--- config.mk ---
export PLATFORM = sky130hd
export DESIGN_NAME = binary_grid_display_flat
export DESIGN_NICKNAME = d
export VERILOG_FILES = /design/src/rtl/binary_grid_if.sv /design/src/rtl/binary_grid_display.sv /design/src/flat_wrapper.sv
export SDC_FILE = /design/constraint.sdc
export NUM_CORES = 1
export LEC_CHECK = 0
export ABC_CLOCK_PERIOD_IN_PS = 2840
export BUFFER_PORTS_ARGS = -buffer_cell sky130_fd_sc_hd__buf_2
export CAP_MARGIN = 10
export CORE_MARGIN = 10
export CORE_UTILIZATION = 25
export DETAILED_ROUTE_END_ITERATION = 7
export PLACE_DENSITY = 0.52
export RECOVER_POWER = 50
export SLEW_MARGIN = 20
export SYNTH_ARGS = -nofsm -noshare
export SYNTH_HDL_FRONTEND = slang
export SYNTH_SLANG_ARGS = --single-unit
--- constraint.sdc ---
create_clock -name clk -period 2.84 [get_ports clk]
set_input_delay 0.142 -clock clk [delete_from_list [all_inputs] [get_ports clk]]
set_output_delay 0.142 -clock clk [all_outputs]
set_load 0.1 [all_outputs]
--- src/rtl/binary_grid_if.sv ---
// Read port of the synchronous debug RAM driven by binary_grid_display.
interface binary_grid_if #(
  parameter int DATA_W = 8,
  parameter int ADDR_W = 10
);
  logic [ADDR_W-1:0] ram_addr;
  logic [DATA_W-1:0] ram_data;

  modport master (output ram_addr, input ram_data);
  modport slave  (input ram_addr, output ram_data);
endinterface

--- src/rtl/binary_grid_display.sv ---
// Debug-RAM binary viewer: RAM words drawn as coloured bit cells with row labels, a column header
// and frame-latched scrolling. Define BINARY_GRID_CURSOR_EN to build the blinking cursor highlight.
module binary_grid_display #(
  parameter int DATA_W    = 8,
  parameter int COLS      = 16,
  parameter int ROWS      = 64,
  parameter int CELL_LOG2 = 3,
  parameter int RAM_LAT   = 1,
  parameter int ADDR_W    = $clog2(ROWS) + $clog2(COLS)
) (
  input  logic                    clk,
  input  logic                    rst_n,
  input  logic [10:0]             counter_x,
  input  logic [10:0]             counter_y,
  input  logic                    in_display,
  input  logic [$clog2(ROWS)-1:0] base_row,
  input  logic [ADDR_W-1:0]       cursor_addr,
  binary_grid_if.master           ram,
  output logic                    vga_r,
  output logic                    vga_g,
  output logic                    vga_b
);
  localparam int ROW_W = $clog2(ROWS);
  localparam int COL_W = $clog2(COLS);
  localparam int PH_W  = $clog2(DATA_W + 1);
  localparam int BS_W  = (DATA_W > 1) ? $clog2(DATA_W) : 1;

  localparam logic [2:0] C_BLACK = 3'b000;
  localparam logic [2:0] C_YEL   = 3'b110;
  localparam logic [2:0] C_BLU   = 3'b001;
  localparam logic [2:0] C_WHT   = 3'b111;
  localparam logic [2:0] C_CYN   = 3'b011;

  typedef struct packed {
    logic            data;
    logic            hit;
    logic [BS_W-1:0] bs;
    logic [2:0]      col;
  } pix_t;

  logic [10:0]       bx, by;
  logic              edge_x, edge_y, frame_start;
  logic [PH_W-1:0]   ph_q, ph_n;
  logic [10:0]       ci_q, ci_n;
  logic [10:0]       ri_q, ri_n;
  logic [ROW_W-1:0]  base_q;
  logic [ROW_W-1:0]  row_r;
  logic [COL_W-1:0]  col_c;
  logic [ADDR_W-1:0] addr_n;
  logic [7:0]        lab8;
  logic [15:0]       ci_ext;
  logic [BS_W-1:0]   bs_n;
  logic              in_data_x;
  logic              hit_n;
  pix_t              nx, tail;
  pix_t              pipe_q [RAM_LAT];
  logic [2:0]        out_col;
  logic              bit_v;

  assign bx          = counter_x >> CELL_LOG2;
  assign by          = counter_y >> CELL_LOG2;
  assign edge_x      = (counter_x[CELL_LOG2-1:0] == '0);
  assign edge_y      = (counter_y[CELL_LOG2-1:0] == '0);
  assign frame_start = (counter_x == '0) && (counter_y == '0);

  // Column phase/index advance at each horizontal cell boundary; held at zero through the label field.
  always_comb begin
    ph_n = ph_q;
    ci_n = ci_q;
    if (counter_x == '0 || (edge_x && bx <= 11'd9)) begin
      ph_n = '0;
      ci_n = '0;
    end else if (edge_x) begin
      if (ph_q == PH_W'(DATA_W)) begin
        ph_n = '0;
        ci_n = ci_q + 11'd1;
      end else begin
        ph_n = ph_q + PH_W'(1);
      end
    end
  end

  // Data row index steps on the first line of every even cell row from by == 4 onwards.
  always_comb begin
    ri_n = ri_q;
    if (counter_y == '0)
      ri_n = '0;
    else if (counter_x == '0 && edge_y && !by[0] && by >= 11'd4)
      ri_n = ri_q + 11'd1;
  end

  assign row_r     = base_q + ri_n[ROW_W-1:0];
  assign col_c     = ci_n[COL_W-1:0];
  assign addr_n    = {row_r, col_c};
  assign lab8      = 8'(row_r);
  assign ci_ext    = {5'b0, ci_n};
  assign bs_n      = BS_W'(DATA_W - 1) - BS_W'(ph_n);
  assign in_data_x = (bx >= 11'd9) && (ci_n < 11'(COLS)) && (ph_n < PH_W'(DATA_W));

`ifdef BINARY_GRID_CURSOR_EN
  logic [5:0] frame_cnt;

  always_ff @(posedge clk or negedge rst_n) begin
    if (!rst_n)
      frame_cnt <= '0;
    else if (frame_start)
      frame_cnt <= frame_cnt + 6'd1;
  end

  assign hit_n = frame_cnt[5] && (addr_n == cursor_addr);
`else
  logic unused_cursor;
  assign unused_cursor = ^cursor_addr;
  assign hit_n         = 1'b0;
`endif

  // Everything except the RAM bit is resolved here and carried alongside the read.
  always_comb begin
    nx      = '0;
    nx.bs   = bs_n;
    nx.hit  = hit_n;
    nx.col  = C_BLACK;
    nx.data = 1'b0;
    if (!edge_x && !edge_y) begin
      if (by == '0) begin
        if (in_data_x)
          nx.col = ci_ext[bs_n] ? C_YEL : C_BLU;
      end else if (!by[0] && ri_n < 11'(ROWS)) begin
        if (bx < 11'd8)
          nx.col = lab8[~bx[2:0]] ? C_YEL : C_BLU;
        else if (in_data_x)
          nx.data = 1'b1;
      end
    end
  end

  assign tail = pipe_q[RAM_LAT-1];

  always_comb begin
    bit_v   = 1'b0;
    out_col = tail.col;
    if (tail.data) begin
      bit_v = ram.ram_data[tail.bs];
      if (tail.hit)
        out_col = bit_v ? C_WHT : C_CYN;
      else
        out_col = bit_v ? C_YEL : C_BLU;
    end
  end

  always_ff @(posedge clk or negedge rst_n) begin
    if (!rst_n) begin
      ph_q         <= '0;
      ci_q         <= '0;
      ri_q         <= '0;
      base_q       <= '0;
      ram.ram_addr <= '0;
      vga_r        <= 1'b0;
      vga_g        <= 1'b0;
      vga_b        <= 1'b0;
      for (int i = 0; i < RAM_LAT; i++)
        pipe_q[i] <= '0;
    end else begin
      ph_q         <= ph_n;
      ci_q         <= ci_n;
      ri_q         <= ri_n;
      if (frame_start)
        base_q <= base_row;
      ram.ram_addr <= addr_n;
      pipe_q[0]    <= nx;
      for (int i = 1; i < RAM_LAT; i++)
        pipe_q[i] <= pipe_q[i-1];
      {vga_r, vga_g, vga_b} <= in_display ? out_col : C_BLACK;
    end
  end
endmodule

--- src/flat_wrapper.sv ---
// flat-port wrapper written by rule: the top's interface ports become plain ports
module binary_grid_display_flat 
#(
  parameter int DATA_W    = 8,
  parameter int COLS      = 16,
  parameter int ROWS      = 64,
  parameter int CELL_LOG2 = 3,
  parameter int RAM_LAT   = 1,
  parameter int ADDR_W    = $clog2(ROWS) + $clog2(COLS)
)
  (clk, rst_n, counter_x, counter_y, in_display, base_row, cursor_addr, vga_r, vga_g, vga_b, ram_ram_addr, ram_ram_data);
  binary_grid_if #(.DATA_W(DATA_W), .ADDR_W(ADDR_W)) ram_i ();
  input  logic clk;
  input  logic rst_n;
  input  logic [10:0] counter_x;
  input  logic [10:0] counter_y;
  input  logic in_display;
  input  logic [$clog2(ROWS)-1:0] base_row;
  input  logic [ADDR_W-1:0] cursor_addr;
  output logic vga_r;
  output logic vga_g;
  output logic vga_b;
  output wire logic [$bits(ram_i.ram_addr)-1:0] ram_ram_addr;
  input wire logic [$bits(ram_i.ram_data)-1:0] ram_ram_data;
  assign ram_ram_addr = ram_i.ram_addr;
  assign ram_i.ram_data = ram_ram_data;
  binary_grid_display #(.DATA_W(DATA_W), .COLS(COLS), .ROWS(ROWS), .CELL_LOG2(CELL_LOG2), .RAM_LAT(RAM_LAT), .ADDR_W(ADDR_W)) u_core (.clk(clk), .rst_n(rst_n), .counter_x(counter_x), .counter_y(counter_y), .in_display(in_display), .base_row(base_row), .cursor_addr(cursor_addr), .ram(ram_i), .vga_r(vga_r), .vga_g(vga_g), .vga_b(vga_b));
endmodule
Word-level counts from Yosys, hierarchy flattened

Index checks and enable logic that the tools add are counted.

Register bits after elaboration: 52
Word-level logic and storage cells: 75
Output and inout bits: 13

Eq/ne operators: 1
Add/sub/neg operators: 5
$lt $le $gt $ge: 10
Multiplexer cells: 29
Bitwise logic cells: 1
Reduce and logical (&&, ||, !) cells: 18

Operator list:

| kind                    | count |
|---|---|
| $mux W11                | 5 |
| $logic_not A11 Y1       | 3 |
| $mux W3                 | 10 |
| $add A11 B1 Y11 const B | 2 |
| $mux W4                 | 3 |
| $lt A11 B5 Y1 const B   | 1 |
| $lt A11 B7 Y1 const B   | 1 |
| $bmux W1 S3             | 3 |
| $logic_and A1 B1 Y1     | 9 |
| $ge A8 B3 Y1 const B    | 1 |
| $ge A8 B4 Y1 const B    | 1 |
| $le A8 B4 Y1 const B    | 1 |
| $lt A3 B4 Y1 const B    | 2 |
| $lt A8 B4 Y1 const B    | 1 |
| $mux W1                 | 8 |
| $add A6 B6 Y6           | 1 |
| $logic_not A3 Y1        | 2 |
| $lt A3 B5 Y1 const B    | 1 |
| $add A4 B1 Y4 const B   | 1 |
| $eq A4 B4 Y1 const B    | 1 |
| $lt A4 B4 Y1 const B    | 1 |
| $logic_not A1 Y1        | 3 |
| $not A3 Y3              | 1 |
| $sub A3 B3 Y3 const A   | 1 |
| $logic_or A1 B1 Y1      | 1 |

Longest topological paths before layout

Gate-level depths: netlist of run 1.

Depth after elaboration: 14
Gate-level depth with buffers: 17
Gate-level depth less buffers: 15

Least setup slack after synthesis of run 1

OpenSTA, ideal clock, no wires.

Path type: input to register
Start point: in counter_x[7]
End point: reg u_core.pipe_q[1] in the netlist's numbering
Data required time: 2.720 ns
Setup time: 0.120 ns
Stages on the path: 15
Slack: -0.625 ns
Arrival: 3.345 ns
Path through: or4_1 > or4_4 > buf_6 > nor3_2 > mux2i_1 > or2_2 > inv_1 > ha_1 > a211oi_1 > o21bai_1 > a21oi_1 > xnor2_1 > xnor2_1 > o21ai_1 > and3_1

RTL lines:

| what                           | RTL line                   | text |
|---|---|---|
| start: declaration             | flat_wrapper.sv:15         | `input logic [10:0] counter_x;` |
| end signal: indexed assignment | binary_grid_display.sv:172 | `pipe_q[i] <= pipe_q[i-1];` |
| end: declaration               | binary_grid_display.sv:56  | `pix_t pipe_q [RAM_LAT];` |

==> flow_summary.json, run 1 <==
{
  "critPathMaxFanout": 4,
  "finalSetupTns_ps": -810,
  "hpwl_um": 6310,
  "setup_violations": 3,
  "syn_inst": 303,
  "grt_pass1_vias": 2556,
  "seqPwrFrac_pct": 37.1,
  "vias": 2529,
  "synth_top_area_cell": "dfrtp_1",
  "switching_power_uw": 788,
  "post-route-period-util_pct": 111,
  "clock-sinks": 46,
  "fin_skew_ps": 5.77,
  "grt_pass1_wl_um": 13000,
  "wl_per_cell_um": 14.6,
  "drc": 0,
  "clock_path_buffers": 2,
  "min_from": "base_row[1]",
  "criticalPathCategory": "primary input to flop",
  "final_nets": 451,
  "slew_viol_final": 0,
  "path_buf_inv": 3,
  "power.total_uw": 2190,
  "worstMarginPinSlew_ps": 1280,
  "power_density_mw_per_mm2": 580,
  "antenna_found_initial": 0,
  "cp-startpoint": "counter_x[7]",
  "r2r_start": "u_core.ph_q[0]$_DFF_PN0_",
  "violations": "setup timing",
  "peakVddDrop_mv": 0.287,
  "rows": 38,
  "max_stage_delay_ps": 540,
  "cp_top_family": "simple AND/OR/NAND/NOR gates",
  "yosysUniqueCellTypes": 55,
  "ys_async_sr_fraction_pct": 100,
  "ys.flop_type": "dfrtp_1",
  "max-slew-margin-rel_pct": 14.8,
  "yosysWarnings": 0,
  "synthToLayoutAreaGrowth_pct": 32.9,
  "worst_setup_path_start_kind": "primary input",
  "post-route-util_pct": 34.3,
  "outcome": "finished, violations left",
  "finalWeightedCongestion": 0.899,
  "viasPerCell": 4.74,
  "dr.pass1.iters": 4,
  "syn-cell-area_mm2": 0.00284,
  "io_pins": 62,
  "antenna_left": 0,
  "ys_top_cells_by_area": "dfrtp_1 (41%), xnor2_1 (4.9%), nor2_1 (4.5%)",
  "die_y_um": 127,
  "setup_ws_ps": -326,
  "period_needed_ps": 3170,
  "clkTransAtPathRegs_ps": 60,
  "intPower_uw": 1400,
  "layout-drive-gt1-share_pct": 34.4,
  "n_antenna_cell": 0,
  "cts_htree_levels": 2,
  "hold_viol_final": 0,
  "combPwrFrac_pct": 32.8,
  "hold_path.class": "primary input to flop",
  "syn-num-nets": 362,
  "rsz0062_at_grt": "yes",
  "cts_tree": "yes",
  "fillCellCount": 1133,
  "seq_area_frac_synth_pct": 40.6,
  "p_leak_uw": 0.00170,
  "synth-edff-count": 0,
  "dieArea_mm2": 0.0160,
  "stdcell_area_mm2": 0.00377,
  "crit_chain": "buf_6, or4_4, or4_4, nor3_4, xnor2_1, nor2_1, ha_2, inv_2, fa_2, inv_2, a21o_1, a21oi_2, xor2_1, o311a_1, o211ai_1, a21oi_1",
  "cp.required_ps": 3010,
  "placed_area_mm2": 0.00353,
  "grt_use_total_pct": 9.77,
  "clock_latency_ps": 290,
  "cts_inserted_buffers": 5,
  "grt_max_degree": 24,
  "fp.coreArea_mm2": 0.0110,
  "p_clk_share_pct": 30.1,
  "arrival_ps": 3330,
  "synth_top_area_share_pct": 40.6,
  "finalWirelength_um": 7800,
  "die_x_um": 127,
  "drt_iter0_markers": 127,
  "clock-root-buffer": "clkbuf_16",
  "start_util_pct": 25.8,
  "cp_slowest_cell": "or4_4",
  "grt-ovfl-total": 0,
  "portBuffers": 51,
  "syn_avg_cell_area_um2": 9.37,
  "ys_ff_latch": 46,
  "max_freq_ghz": 0.316,
  "switching_share_pct": 36.0,
  "cp-end-kind": "flop",
  "maxCapViolCount": 0
}
-- registers in the layout, summed over array words and instances (netlist names) --
signal,flops
u_core.pipe_q,6
u_core.ri_q,11
u_core.vga_b,1
u_core.ph_q,4
u_core.ci_q,7
u_core.base_q,6
u_core.ram.ram_addr,10
u_core.vga_g,1
-- layout by cell type (no fill, tap or decap), drive strengths merged, types with 2 or more instances in the layout --
master,instances
mux2i,5
ha,9
a21o,2
o211ai,4
or2,5
and3,5
a21oi,15
nand2b,4
a2111oi,2
dfrtp,46
nor4,13
o21ai,7
o31ai,4
nand2,24
xnor2,16
mux4,2
buf,89
nand4,6
or3,4
o31a,3
nor2,34
nor3,8
mux2,7
xor2,9
and2,3
a211o,2
clkbuf,14
or4,4
inv,15
a211oi,5
nand3,10
-- cell families after synthesis --
| group | count (synthesis) | share of synthesized area [%] |
|---|---|---|
| simple gates | 125 | 22.8 |
| xor+xnor | 25 | 7.72 |
| fa+ha+maj | 10 | 4.67 |
| flops | 46 | 40.6 |
| compound gates | 53 | 13.2 |
| mux | 14 | 6.13 |
| buf+inv | 30 | 4.94 |
-- per-layer routing --
metal / wire, um / track usage (%) / vias up
li1: - / - / 1265
met4: 74 / 2.41 / 0
met2: 3600 / 15.6 / 57
met5: 0 / 0 / -
met1: 3750 / 12.8 / 1201
met3: 377 / 2.54 / 6
-- power by group through the flow --
stage | clock network (uW) | registers, uW | logic, uW
2_1_floorplan | 0 | 813 | 518
3_3_place_gp | 0 | 820 | 710
3_5_place_dp | 0 | 824 | 718
4_1_cts | 679 | 812 | 722
5_1_grt | 716 | 824 | 779
6_report | 658 | 812 | 716
-- synth_stat cells (6+ instances only) --
cell / instances
ha_1: 9
nand2_1: 24
nand3_1: 10
nor4_1: 12
nor3_1: 7
dfrtp_1: 46
xnor2_1: 16
nand4_1: 6
o21ai_0: 6
clkbuf_1: 8
a21oi_1: 14
mux2_2: 7
nor2_1: 34
xor2_1: 9
inv_1: 15
-- worst paths after layout --
check | end | slack, ps | depth (start not counted)
max | u_core.pipe_q[0]$_DFF_PN0_ | -330 | 16
min | u_core.base_q[1]$_DFFE_PN0P_ | 90 | 2
max reg2reg | u_core.pipe_q[1]$_DFF_PN0_ | 110 | 10
min reg2reg | u_core.vga_g$_DFF_PN0_ | 480 | 1
max in group asynchronous | u_core.base_q[3]$_DFFE_PN0P_ | 880 | 3
min in group asynchronous | u_core.vga_b$_DFF_PN0_ | 670 | 2
-- worst reg2reg max path: stages (launching register included) --
cell and delay, ps:
dfrtp_1 430, inv_1 80, ha_1 200, nand3b_1 210, nor4_1 430, xnor2_1 250, o211ai_1 180, a2111oi_1 430
buf_4 190, mux2_2 130, and3_1 140
-- cell type report --
| class | count | area, um2 | share of cell area (%) |
|---|---|---|---|
| multi-input cells | 227 | 1630 | 43.2 |
| flip-flops and latches | 46 | 1150 | 30.5 |
| repair buffers | 97 | 596 | 15.8 |
| well taps | 140 | 175 | 4.64 |
| clock buffers | 7 | 133 | 3.52 |
| inverters | 15 | 58.8 | 1.56 |
| clock inverters | 1 | 30.0 | 0.796 |
-- timing repair --
item | 4_1_cts | 5_1_grt
pin swaps | 6 | 9
hold buffers | 1 | 0
gates resized for setup | 12 | 8
hold endpoints to repair | 21 | 0
cloned | 0 | 0
endpoints found under the setup margin | 4 | 5
buffers inserted | 2 | 3
-- through the flow --
stage          worst slack, ps  hold WS, ps  cells
3_5_place_dp              -665          169    522
3_3_place_gp              -610          167    522
2_1_floorplan             -443         -154    303
6_report                  -326         91.9    533
4_1_cts                   -309         89.6    531
5_1_grt                   -466         96.9    533
Power figures use the tool's default switching activity.
==> run 2: changes to the inputs <==
--- a/config.mk
+++ b/config.mk
@@ -11,7 +11,7 @@
 export CORE_MARGIN = 10
 export CORE_UTILIZATION = 25
 export DETAILED_ROUTE_END_ITERATION = 7
-export PLACE_DENSITY = 0.52
+export PLACE_DENSITY = 0.44
 export RECOVER_POWER = 50
 export SLEW_MARGIN = 20
 export SYNTH_ARGS = -nofsm -noshare
==> run 2 against run 1 <==
- the flow finishes with violations (capacitance limit, slew limit, setup timing)
- critical endpoint is now u_core.pipe_q[1]$_DFF_PN0_
- final area up 1.2%
- utilization rose by 0.42 points
- die area unchanged
==> flow_summary.json, run 2 (same netlist as run 1, synthesis figures left out) <==
{
  "outcome": "finished, violations left",
  "violations": "capacitance limit, slew limit, setup timing",
  "whs_path_depth": 2,
  "antenna_left": 0,
  "rr_endpoint": "u_core.pipe_q[1]$_DFF_PN0_",
  "grt-ovfl-total": 0,
  "max-slew-margin-rel_pct": -5.01,
  "cts_htree_levels": 2,
  "finalWirelength_um": 7770,
  "min_from": "base_row[2]",
  "r2r_start": "u_core.ph_q[0]$_DFF_PN0_",
  "hold_viol_final": 0,
  "post-route-period-util_pct": 111,
  "clock-sinks": 46,
  "peakVddDrop_mv": 0.276,
  "cp-end-kind": "flop",
  "power_density_mw_per_mm2": 579,
  "grt_max_degree": 29,
  "criticalPathCategory": "primary input to flop",
  "worstMarginPinSlew_ps": 1580,
  "die_y_um": 127,
  "hpwl_um": 6090,
  "cp.required_ps": 3060,
  "power.total_uw": 2210,
  "fillCellCount": 1136,
  "cts_tree": "yes",
  "wl_per_cell_um": 14.4,
  "seqPwrFrac_pct": 36.6,
  "dr.pass1.iters": 4,
  "maxCapViolCount": 1,
  "slew_viol_final": 29,
  "finalWeightedCongestion": 0.770,
  "p_clk_share_pct": 30.5,
  "drc": 0,
  "p_leak_uw": 0.00173,
  "grt_pass1_vias": 2513,
  "setup_violations": 4,
  "switching_share_pct": 36.6,
  "clkTransAtPathRegs_ps": 70,
  "worst_setup_path_start_kind": "primary input",
  "dieArea_mm2": 0.0160,
  "start_util_pct": 25.8,
  "fin_skew_ps": 4.55,
  "finalSetupTns_ps": -876,
  "clock_latency_ps": 290,
  "r2r_slack_ps": 130,
  "clock-root-buffer": "clkbuf_16",
  "synthToLayoutAreaGrowth_pct": 34.6,
  "r2r_cells": 11,
  "drt_iter0_markers": 109,
  "clock_path_buffers": 2,
  "rsz0062_at_grt": "yes",
  "final_nets": 456,
  "cts_inserted_buffers": 5,
  "portBuffers": 51,
  "rows": 38,
  "setup_ws_ps": -308,
  "hold_path.class": "primary input to flop",
  "top_regs": "u_core.ri_q x11, u_core.ram.ram_addr x10, u_core.ci_q x7",
  "switching_power_uw": 809,
  "intPower_uw": 1400,
  "period_needed_ps": 3150,
  "vias": 2515,
  "arrival_ps": 3370,
  "layout-drive-gt1-share_pct": 34.7,
  "final_common_cell": "buf_4",
  "fp.coreArea_mm2": 0.0110,
  "grt_pass1_wl_um": 12800,
  "layout_common_cells": "buf_4 (47), dfrtp_1 (46), buf_2 (39), nor2_1 (32), nand2_1 (24)",
  "largest_register": "u_core.ri_q",
  "largest_register_ffs": 11,
  "viasPerCell": 4.67,
  "combPwrFrac_pct": 32.9,
  "antenna_found_initial": 0,
  "n_antenna_cell": 0,
  "dp_slack_ps": -690,
  "min_to": "u_core.base_q[2]$_DFFE_PN0P_",
  "io_pins": 62,
  "critPathMaxFanout": 4,
  "grt_use_total_pct": 9.49,
  "max_freq_ghz": 0.318,
  "die_x_um": 127
}
-- run 2: changes by cell type in the layout (fill, tap and decap cells not counted), sizes merged --
cell and change:
clkbuf +4, clkinvlp +1
-- run 2: power by group through the flow --
stage          sequential, uW  combinational [uW]  clock [uW]
2_1_floorplan             813                 518           0
3_3_place_gp              823                 733           0
3_5_place_dp              824                 739           0
4_1_cts                   811                 744         696
5_1_grt                   823                 792         720
6_report                  810                 726         674
-- run 2: how the worst max path moves through the flow --
stage | cells past startpoint | from | slack [ps] | end
after CTS | 16 | counter_x[7] | -350 | u_core.pipe_q[1]$_DFF_PN0_
after floorplan | 17 | counter_x[1] | -440 | u_core.pipe_q[0]$_DFF_PN0_
after global routing | 16 | counter_x[7] | -490 | u_core.pipe_q[0]$_DFF_PN0_
final | 15 | counter_x[7] | -310 | u_core.pipe_q[1]$_DFF_PN0_
after detailed placement | 16 | counter_x[7] | -690 | u_core.pipe_q[0]$_DFF_PN0_
after global placement | 16 | counter_x[7] | -690 | u_core.pipe_q[0]$_DFF_PN0_
-- run 2: worst max-delay path, cell delays in order --
cell,delay [ps]
buf_6,90
or4_4,530
or4_4,530
nor3_4,230
mux2i_1,110
or2_4,240
buf_4,140
fa_2,380
inv_2,50
a21o_1,120
a21oi_2,70
xor2_2,150
o311a_1,350
o21ai_1,80
and3_1,160
-- run 2: what timing repair did --
action | CTS | global route
cloned | 0 | 0
gates resized for setup | 10 | 10
buffers inserted | 3 | 2
hold buffers | 1 | 0
hold endpoints to repair | 27 | 0
setup endpoints to repair | 4 | 5
pin swaps | 9 | 3
-- run 2: area by class of cell --
type | count | area, um2 | share of cell area, %
clock inverters | 2 | 37.5 | 0.983
clock buffers | 6 | 129 | 3.37
flip-flops and latches | 46 | 1150 | 30.1
well taps | 140 | 175 | 4.59
repair buffers | 102 | 638 | 16.7
inverters | 15 | 56.3 | 1.47
multi-input cells | 227 | 1630 | 42.7
-- run 2: layer usage --
layer,share of wire [%],global-route usage [%],vias to the layer above
met5,0,0,-
met4,1.2,3.01,0
met3,4.9,2.46,6
met2,43,14.4,48
met1,50,12.8,1185
li1,-,-,1276
-- run 2: per-stage QoR --
stage                     hold slack [ps]  std cells  utilization (%)  instance area (um2)
after CTS                            78.8        536             34.4                 3780
after floorplan                      -154        303                -                 2860
after detailed placement              223        525             32.4                 3560
after global routing                 79.7        538             34.8                 3820
final                                82.2        538             34.8                 3820
after global placement                223        525             32.4                 3560
==> run 3: changes to the inputs <==
--- a/config.mk
+++ b/config.mk
@@ -9,11 +9,10 @@
 export BUFFER_PORTS_ARGS = -buffer_cell sky130_fd_sc_hd__buf_2
 export CAP_MARGIN = 10
 export CORE_MARGIN = 10
-export CORE_UTILIZATION = 25
+export CORE_UTILIZATION = 55
 export DETAILED_ROUTE_END_ITERATION = 7
-export PLACE_DENSITY = 0.44
+export PLACE_DENSITY = 0.82
 export RECOVER_POWER = 50
-export SLEW_MARGIN = 20
 export SYNTH_ARGS = -nofsm -noshare
 export SYNTH_HDL_FRONTEND = slang
 export SYNTH_SLANG_ARGS = --single-unit
==> run 3 against run 2 <==
- the run still ends with capacitance limit, slew limit, setup timing left
- clock-buffer cell count rose by 1
- flip-flop and latch count stayed put
- global-route usage grew 8.1 points
- via count is 3.9% higher
- critical path type unchanged
- combinational power rose by 0.6%
- critical path depth is 1 higher
- utilization up 37 points
- routed wire length shrank 4.7%
- sequential share of layout area up 1.6 points
- sequential power barely moved
- cell count is 14% lower
- worst setup slack improved by 78 ps
==> flow_summary.json, run 3 (same netlist as run 1, synthesis figures left out) <==
{
  "clock_latency_ps": 300,
  "seqCellArea_mm2": 0.00115,
  "clock_path_buffers": 2,
  "cts_inserted_buffers": 5,
  "finalSetupTns_ps": -577,
  "clock-sinks": 46,
  "cp_slowest_cell": "or4_4",
  "period_needed_ps": 3070,
  "n_antenna_cell": 0,
  "grt_max_degree": 47,
  "r2r_cells": 10,
  "post-route-period-util_pct": 108,
  "grt_pass1_wl_um": 12300,
  "r2r_start": "u_core.ph_q[0]$_DFF_PN0_",
  "critPathMaxFanout": 4,
  "rows": 26,
  "io_pins": 62,
  "max_stage_delay_ps": 540,
  "vias": 2613,
  "setup_violations": 3,
  "multiInputGateArea_mm2": 0.00163,
  "layout_common_cells": "buf_4 (46), dfrtp_1 (46), buf_2 (44), nor2_1 (33), nand2_1 (24)",
  "top_regs": "u_core.ri_q x11, u_core.ram.ram_addr x10, u_core.ci_q x7",
  "finalWeightedCongestion": 0.906,
  "outcome": "finished, violations left",
  "criticalPathCategory": "primary input to flop",
  "hpwl_um": 5620,
  "hold_path.class": "primary input to flop",
  "worstMarginPinSlew_ps": 2510,
  "cts_hold_buf": 0,
  "final_nets": 451,
  "grt_use_total_pct": 17.6,
  "cp-startpoint": "counter_x[7]",
  "dieArea_mm2": 0.00843,
  "cp-end-kind": "flop",
  "crit_chain": "buf_6, or4_4, or4_4, nor3_4, xnor2_1, nor2_1, ha_2, inv_2, fa_2, inv_2, a21o_1, a21oi_2, xor2_1, o311a_1, o211ai_1, a21oi_1",
  "cts_tree": "yes",
  "layout-drive-gt1-share_pct": 35.4,
  "hold_ws_ps": 69.2,
  "drc": 0,
  "setup_ws_ps": -231,
  "crit_end": "u_core.pipe_q[0]$_DFF_PN0_",
  "start_util_pct": 56.3,
  "wl_per_cell_um": 16.0,
  "p_leak_uw": 0.00169,
  "largest_register": "u_core.ri_q",
  "portBuffers": 51,
  "antenna_left": 0,
  "grt_pass1_vias": 2633,
  "cts_htree_levels": 2,
  "rr_endpoint": "u_core.pipe_q[0]$_DFF_PN0_",
  "slew_viol_final": 47,
  "drt_iter0_markers": 120,
  "hold_viol_final": 0,
  "worst_setup_path_start_kind": "primary input",
  "die_y_um": 91.8,
  "synthToLayoutAreaGrowth_pct": 27.6,
  "violations": "capacitance limit, slew limit, setup timing",
  "antenna_found_initial": 0,
  "finalWirelength_um": 7410,
  "clock-root-buffer": "clkbuf_8",
  "min_from": "base_row[0]",
  "largest_register_ffs": 11,
  "rsz0062_at_grt": "yes",
  "max_freq_ghz": 0.326,
  "maxCapViolCount": 1,
  "cp.required_ps": 3030,
  "grt-ovfl-total": 0,
  "die_x_um": 91.8,
  "fp.coreArea_mm2": 0.00504,
  "viasPerCell": 5.64,
  "max-slew-margin-rel_pct": -67.7,
  "clkTransAtPathRegs_ps": 80,
  "peakVddDrop_mv": 0.566,
  "r2r_slack_ps": 120,
  "power_density_mw_per_mm2": 542,
  "dr.pass1.iters": 4,
  "arrival_ps": 3260,
  "fin_skew_ps": 7.87,
  "fillCellCount": 383
}
run 3: changes by cell type in the layout (fill, tap and decap cells not counted), sizes merged:
| cell | before | now |
|---|---|---|
| buf | 89 | 92 |
| bufinv | 1 | 0 |
| clkbuf | 18 | 12 |
| clkinv | 0 | 1 |
| clkinvlp | 1 | 0 |
| dlygate4sd3 | 1 | 0 |
run 3: critical path, delay by kind of cell:
kind                       cells  cell delay [ps]
xor gates and xnor gates       2              260
and+or+nand+nor                4             1380
buffers and inverters          3              190
AOI/OAI and AO/OA              5              690
adders and majority gates      2              590
run 3: routing by layer:
metal  track usage, %  vias up  routed length, um
met5                0        -                  0
met4             6.30        0                133
met3             3.67       11                361
met2             30.1       66               3710
met1             21.4     1275               3210
li1                 -     1261                  -
run 3: stage by stage:
step                      setup WS, ps  cell area [um2]  instances  util (%)  power (uW)
final                             -231             3620        463      71.8        1960
after global routing              -369             3620        463      71.8        2060
after CTS                         -231             3590        461      71.3        1960
after detailed placement          -668             3430        450      68.0        1530
after global placement            -564             3430        450      68.0        1510
after floorplan                   -443             2860        303         -        1330
run 3: cell type report:
| class | count | share of cell area, % |
|---|---|---|
| Timing Repair Buffer | 97 | 16.8 |
| Tap cell | 70 | 2.42 |
| Clock buffer | 7 | 2.38 |
| Inverter | 15 | 1.55 |
| Multi-Input combinational cell | 227 | 45.0 |
| Sequential cell | 46 | 31.8 |
| Clock inverter | 1 | 0.138 |
run 3: what timing repair did:
action                     4_1_cts  5_1_grt
setup endpoints to repair        4        4
buffers inserted                 4        2
resized for setup               13        6
cloned                           0        0
pin swaps                       15       10
run 3: report_power, final:
group	switching [uW]	internal [uW]	leakage, uW	total (uW)
Sequential	84.7	729	0.000617	813
Clock	221	197	0.0000482	417
Combinational	477	253	0.00103	730
Total	783	1180	0.00169	1960
run 3: how the worst min path moves through the flow:
stage,to,slack [ps],cells past startpoint
after floorplan,u_core.base_q[0]$_DFFE_PN0P_,-150,0
after global placement,u_core.ram.ram_addr[7]$_DFF_PN0_,360,1
after detailed placement,u_core.base_q[3]$_DFFE_PN0P_,380,2
after CTS,u_core.pipe_q[1]$_DFF_PN0_,50,1
after global routing,u_core.base_q[2]$_DFFE_PN0P_,70,2
final,u_core.base_q[0]$_DFFE_PN0P_,70,2
